[src/rtl/mem_port_arbiter_pkg.sv]
// Shared types and sizing helpers for the IF/LS memory port arbiter.
package mem_port_arbiter_pkg;

    typedef enum logic [1:0] {
        ARB_IDLE,
        ARB_REQ,
        ARB_WAIT
    } arb_state_e;

    typedef enum logic {
        OWN_IF,
        OWN_LS
    } arb_owner_e;

    localparam int unsigned ARB_TIMEOUT_DEFAULT = 64;
    localparam int unsigned ARB_CNT_W           = $clog2(ARB_TIMEOUT_DEFAULT + 1);

    // Counter width able to hold the value "limit".
    function automatic int unsigned arb_cnt_width(input int unsigned limit);
        return $clog2(limit + 1);
    endfunction

endpackage

[src/rtl/mem_port_arbiter_watchdog.sv]
// Transfer watchdog: counts cycles while a transfer is in flight and flags
// the cycle in which the limit is reached. Used only with MEM_ARB_TIMEOUT_EN.
module mem_arb_watchdog
    import mem_port_arbiter_pkg::*;
#(
    parameter int unsigned TIMEOUT_CYCLES = ARB_TIMEOUT_DEFAULT,
    parameter int unsigned CNT_W          = arb_cnt_width(TIMEOUT_CYCLES)
) (
    input  logic clk,
    input  logic rst,
    input  logic run,
    output logic expired
);

    logic [CNT_W-1:0] cnt;

    // Count busy cycles; any idle cycle clears the count.
    always_ff @(posedge clk) begin
        if (rst || !run) begin
            cnt <= '0;
        end else begin
            cnt <= cnt + 1'b1;
        end
    end

    // Fires in the TIMEOUT_CYCLES-th consecutive busy cycle.
    assign expired = run && (cnt == CNT_W'(TIMEOUT_CYCLES - 1));

endmodule

[src/rtl/mem_port_arbiter.sv]
// Round-robin arbiter sharing one single-port memory between instruction
// fetch (IF) and load/store (LS); one outstanding transfer at a time.
// Optional macro MEM_ARB_TIMEOUT_EN enables a transfer watchdog that ends a
// stuck transfer with err=1 after TIMEOUT_CYCLES cycles.
module mem_port_arbiter
    import mem_port_arbiter_pkg::*;
#(
    parameter int unsigned ADDR_W         = 32,
    parameter int unsigned DATA_W         = 32,
    parameter int unsigned TIMEOUT_CYCLES = ARB_TIMEOUT_DEFAULT
) (
    input  logic                clk,
    input  logic                rst,
    input  logic                if_req,
    input  logic [ADDR_W-1:0]   if_addr,
    output logic                if_gnt,
    output logic                if_rvalid,
    output logic [DATA_W-1:0]   if_rdata,
    output logic                if_err,
    input  logic                ls_req,
    input  logic                ls_we,
    input  logic [ADDR_W-1:0]   ls_addr,
    input  logic [DATA_W-1:0]   ls_wdata,
    input  logic [DATA_W/8-1:0] ls_be,
    output logic                ls_gnt,
    output logic                ls_rvalid,
    output logic [DATA_W-1:0]   ls_rdata,
    output logic                ls_err,
    output logic                mem_req,
    output logic                mem_we,
    output logic [ADDR_W-1:0]   mem_addr,
    output logic [DATA_W-1:0]   mem_wdata,
    output logic [DATA_W/8-1:0] mem_be,
    input  logic                mem_gnt,
    input  logic                mem_rvalid,
    input  logic [DATA_W-1:0]   mem_rdata,
    output logic                arb_busy
);

    arb_state_e state;
    arb_owner_e owner;
    arb_owner_e last_owner;
    logic       pick_ls;
    logic       done;
    logic       tmo;

    // LS wins when it is alone, or on a tie when IF was served last.
    assign pick_ls = ls_req && (!if_req || (last_owner == OWN_IF));

    // Normal completion, including gnt and rvalid in the same REQ cycle.
    assign done = ((state == ARB_REQ) && mem_gnt && mem_rvalid) ||
                  ((state == ARB_WAIT) && mem_rvalid);

`ifdef MEM_ARB_TIMEOUT_EN
    logic expired;

    mem_arb_watchdog #(
        .TIMEOUT_CYCLES (TIMEOUT_CYCLES)
    ) u_watchdog (
        .clk     (clk),
        .rst     (rst),
        .run     (state != ARB_IDLE),
        .expired (expired)
    );

    // A real completion in the expiry cycle takes priority over the timeout.
    assign tmo = expired && !done;
`else
    assign tmo = 1'b0;
`endif

    // Arbitration FSM with registered grant/response/memory outputs.
    always_ff @(posedge clk) begin
        if (rst) begin
            state      <= ARB_IDLE;
            owner      <= OWN_IF;
            last_owner <= OWN_LS;
            if_gnt     <= 1'b0;
            if_rvalid  <= 1'b0;
            if_rdata   <= '0;
            if_err     <= 1'b0;
            ls_gnt     <= 1'b0;
            ls_rvalid  <= 1'b0;
            ls_rdata   <= '0;
            ls_err     <= 1'b0;
            mem_req    <= 1'b0;
            mem_we     <= 1'b0;
            mem_addr   <= '0;
            mem_wdata  <= '0;
            mem_be     <= '0;
            arb_busy   <= 1'b0;
        end else begin
            if_gnt    <= 1'b0;
            ls_gnt    <= 1'b0;
            if_rvalid <= 1'b0;
            ls_rvalid <= 1'b0;
            if_err    <= 1'b0;
            ls_err    <= 1'b0;

            if (done || tmo) begin
                state      <= ARB_IDLE;
                mem_req    <= 1'b0;
                arb_busy   <= 1'b0;
                last_owner <= owner;
                if (owner == OWN_IF) begin
                    if_rvalid <= 1'b1;
                    if_err    <= tmo;
                    if_rdata  <= tmo ? '0 : mem_rdata;
                end else begin
                    ls_rvalid <= 1'b1;
                    ls_err    <= tmo;
                    ls_rdata  <= (tmo || mem_we) ? '0 : mem_rdata;
                end
            end else begin
                case (state)
                    ARB_IDLE: begin
                        if (if_req || ls_req) begin
                            if (pick_ls) begin
                                owner     <= OWN_LS;
                                ls_gnt    <= 1'b1;
                                mem_we    <= ls_we;
                                mem_addr  <= ls_addr;
                                mem_wdata <= ls_wdata;
                                mem_be    <= ls_be;
                            end else begin
                                owner     <= OWN_IF;
                                if_gnt    <= 1'b1;
                                mem_we    <= 1'b0;
                                mem_addr  <= if_addr;
                                mem_wdata <= '0;
                                mem_be    <= '1;
                            end
                            mem_req  <= 1'b1;
                            arb_busy <= 1'b1;
                            state    <= ARB_REQ;
                        end
                    end
                    ARB_REQ: begin
                        if (mem_gnt) begin
                            mem_req <= 1'b0;
                            state   <= ARB_WAIT;
                        end
                    end
                    ARB_WAIT: begin
                    end
                    default: begin
                        state    <= ARB_IDLE;
                        mem_req  <= 1'b0;
                        arb_busy <= 1'b0;
                    end
                endcase
            end
        end
    end

endmodule

[config.mk]
export PLATFORM = sky130hd
export DESIGN_NAME = mem_port_arbiter
export DESIGN_NICKNAME = d
export VERILOG_FILES = /design/src/rtl/mem_port_arbiter_pkg.sv /design/src/rtl/mem_port_arbiter_watchdog.sv /design/src/rtl/mem_port_arbiter.sv
export SDC_FILE = /design/constraint.sdc
export NUM_CORES = 1
export LEC_CHECK = 0
export CAP_MARGIN = 20
export CORE_AREA = 8 8 128 130
export CTS_BUF_LIST = sky130_fd_sc_hd__clkbuf_4 sky130_fd_sc_hd__clkbuf_8
export DETAILED_ROUTE_END_ITERATION = 7
export DIE_AREA = 0 0 136 138
export GPL_TIMING_DRIVEN = 0
export PLACE_DENSITY_LB_ADDON = 0.12
export REMOVE_ABC_BUFFERS = 1
export SETUP_SLACK_MARGIN = 0.4
export SKIP_LAST_GASP = 1
export SYNTH_ARGS = -nofsm -noshare
export SYNTH_HDL_FRONTEND = slang
export SYNTH_SLANG_ARGS = --single-unit
[constraint.sdc]
create_clock -name clk -period 4.8 [get_ports clk]
set_input_delay 0.72 -clock clk [delete_from_list [all_inputs] [get_ports clk]]
set_output_delay 0.72 -clock clk [all_outputs]
set_load 0.005 [all_outputs]
==> summary.txt <==
Critical path
  • Worst setup EP type: register
  • WP data arrival: 3.00 ns
  • Crit path cell chain: clkdlybuf4s50_1, a21o_4, nand3_2, a31o_2
  • Crit Path Class: input port to register
  • Crit-path max FO: 39
  • Largest stage delay on the critical path: 0.72 ns
  • Worst Path Required: 5.14 ns
  • Slowest CP cell: nand3_2
  • CP Launch Type: input port
  • Top delay family on crit path: compound AO/OA/AOI/OAI gates
  • CP Buf/Inv Count: 1

Route
  • Antenna-violating nets left: 0
  • TritonRoute pass-1 iters: 4
  • Initial DRC count: 425
  • DR WL/cell: 20.67 um
  • # DRC: 0
  • DR vias/cell: 5.816
  • Total Routed Length: 23750 um
  • Via count: 6683

Worst hold path
  • Worst hold path class: register to register

Timing
  • Worst slew pin tran: 0.8430 ns
  • RSZ-0062 raised after global routing: false
  • Fin. max-slew vios: 0
  • Setup-violating endpoint count in the final report: 0
  • Fin Setup TNS: 0 ns
  • Final Cycle Share: 0.5537
  • Final worst setup slack: 2.142 ns
  • Hold Vio Cnt, Final: 0
  • Final Skew: 0.008008 ns
  • Max_slew headroom: 0.4367
  • Fmax: 376.3 MHz
  • Post-layout min period: 2.658 ns

GRT
  • Largest net degree at the start of global routing: 78
  • Total Routing Usage GR: 0.2430
  • GR Overflow Total: 0
  • First-pass GRT wire length: 36770 um
  • Initial antenna violation count: 0
  • Vias in the first global route: 6685

Place
  • Worst slack, placed: 1.680 ns
  • Port Buffers: 277
  • Routability cong.: 0.7725
  • Post-Place Cells: 1116
  • HPWL after detailed placement: 16430 um

Clocking
  • Root buffer cell: clkbuf_8
  • Htree depth: 4
  • Hold buffer count at CTS: 0
  • Skew-Pair Late Insertion Delay: 0.45 ns
  • # Post-CTS Setup Buffers: 0
  • Clk slew on worst S/H paths: 0.08 ns
  • Clock Path Buffers: 2
  • Post-CTS Resized: 0
  • Number of CTS-inserted buffers: 17
  • CTS tree: done
  • CTS sink count: 142

Floorplan
  • Core ar.: 0.01431 mm2
  • Die W: 136 um
  • DIE HEIGHT: 138 um
  • I/O Pins: 280
  • Row count: 44
  • Die area: 0.01877 mm2
  • Initial Util: 0.4590

Synthesis
  • Post-synth EDFFs: 0
  • Post-Synthesis Cell Area: 0.006570 mm2
  • Async S/R FF share, synth: 0
  • Post-synthesis sequential area ratio: 0.4327
  • Ys Warns: 0
  • Ys flop type: dfxtp_1
  • Syn Inst Count: 730
  • Cell variety after synth: 42
  • Synth Area per Inst: 9.000 um2
  • Flops & latches, synth: 142

Run status
  • Status: finished, final reports clean

Final layout
  • Antenna Cells: 0
  • Non-Filler Instances: 1149
  • Nets: 1096
  • Final core utilization: 0.6929
  • Layout area overhead: 50.96%
  • Layout cell share with drive strength beyond 1: 0.09430

Power
  • LEAKAGE: 0.003603 uW
  • Peak supply drop: 210.8 uV
  • Power Density: 384.8 mW/mm2

Job
  • Max_cap viols: 0
[per-layer routing]
metal,up-vias,GRT usage,wire (um)
met5,-,0,0
met4,0,0.09138,571
met3,40,0.1036,2522
met2,264,0.3861,11140
met1,3197,0.2831,9522
li1,3182,-,-
[layout make-up]
type | count | area, um2
multi-input cells | 494 | 3276
flip-flops and latches | 142 | 2843
repair buffers | 293 | 3143
inverters | 5 | 21.27
well taps | 184 | 230.2
clock inverters | 9 | 108.9
fillers | 1120 | 4395
clock buffers | 22 | 296.5
[synth_stat cells (14+ instances only)]
library cell	instances	area [um2]
buf_4	14	105.1
a21oi_1	34	170.2
clkbuf_1	41	153.9
nor4_1	33	206.5
or3b_1	32	280.3
a31oi_1	32	200.2
a31o_2	31	271.5
mux2i_1	33	330.3
nand2b_1	32	200.2
dfxtp_1	142	2843
nand3_1	34	170.2
o221ai_1	32	280.3
buf_2	25	125.1
nand2_1	98	367.9
nand4_1	32	200.2
o31ai_1	33	247.7
[path summary, 6_finish.rpt]
check	start	endpoint	slack, ns	depth (start not counted)
max	mem_gnt	ls_rdata[8]$_SDFFE_PP0P_	2.14	4
min reg2reg	mem_wdata[4]$_SDFFE_PP0P_	mem_wdata[4]$_SDFFE_PP0P_	0.46	2
min	mem_wdata[4]$_SDFFE_PP0P_	mem_wdata[4]$_SDFFE_PP0P_	0.46	2
max reg2reg	state[0]$_SDFFE_PP0P_	ls_rdata[8]$_SDFFE_PP0P_	2.24	5
[kinds of logic (layout without fill, tap and decap cells)]
logic type,Yosys count,in the layout,share of synthesized area
multiplexers,33,33,0.05028
other,1,2,0.0005708
AND/OR/NAND/NOR,271,271,0.2261
buffers and inverters,95,329,0.07046
adder cells (fa/ha/maj),4,4,0.007618
AO/OA/AOI/OAI,184,184,0.2123
flip-flops,142,142,0.4327
[per-stage QoR]
step	hold WS [ns]	total power (uW)	cell area [um2]
2_1_floorplan	0.4511	2049	6130
3_3_place_gp	0.4422	2690	9133
4_1_cts	0.4589	3828	9871
6_report	0.4583	3817	9918
3_5_place_dp	0.4486	2852	9465
5_1_grt	0.4739	4000	9918
[power by group]
group | leakage, uW | switching, uW | internal, uW | total, uW
logic | 0.00224 | 675 | 719 | 1390
clock network | 0.000209 | 459 | 521 | 979
registers | 0.00116 | 108 | 1330 | 1440
total | 0.00360 | 1240 | 2570 | 3820
[cells in the final DEF (no fill, tap or decap), types with 3 or more instances in the layout]
cell type        Yosys  routed
clkdlybuf4s50_1      0     275
dfxtp_1            142     142
nand2_1             98      98
a21oi_1             34      34
nand3_1             34      34
nor4_1              33      33
o31ai_1             33      33
mux2i_1             33      33
or3b_1              32      32
nand4_1             32      32
nand2b_1            32      32
o221ai_1            32      32
a31oi_1             32      32
a31o_2              31      31
clkbuf_8             0      21
buf_16               0       8
buf_12               0       8
a2111o_1             4       4
o211a_1              4       4
ha_1                 4       4
nor2_1               3       3
clkinv_2             0       3
[flip-flops by register name, summed over array words and instances, names as in the netlist]
| name | cells |
|---|---|
| last_owner | 1 |
| ls_gnt | 1 |
| if_rvalid | 1 |
| ls_rvalid | 1 |
| ls_rdata | 32 |
| mem_wdata | 32 |
| state | 2 |
| mem_we | 1 |
| owner | 1 |
| arb_busy | 1 |
| mem_addr | 32 |
| if_rdata | 32 |
| mem_be | 4 |
| if_gnt | 1 |
[tightest hold or removal path: stages (launching register included)]
cell,delay (ns)
dfxtp_1,0.32
nand2_1,0.05
mux2i_1,0.05
No activity file was read; power rests on OpenSTA's default activity.
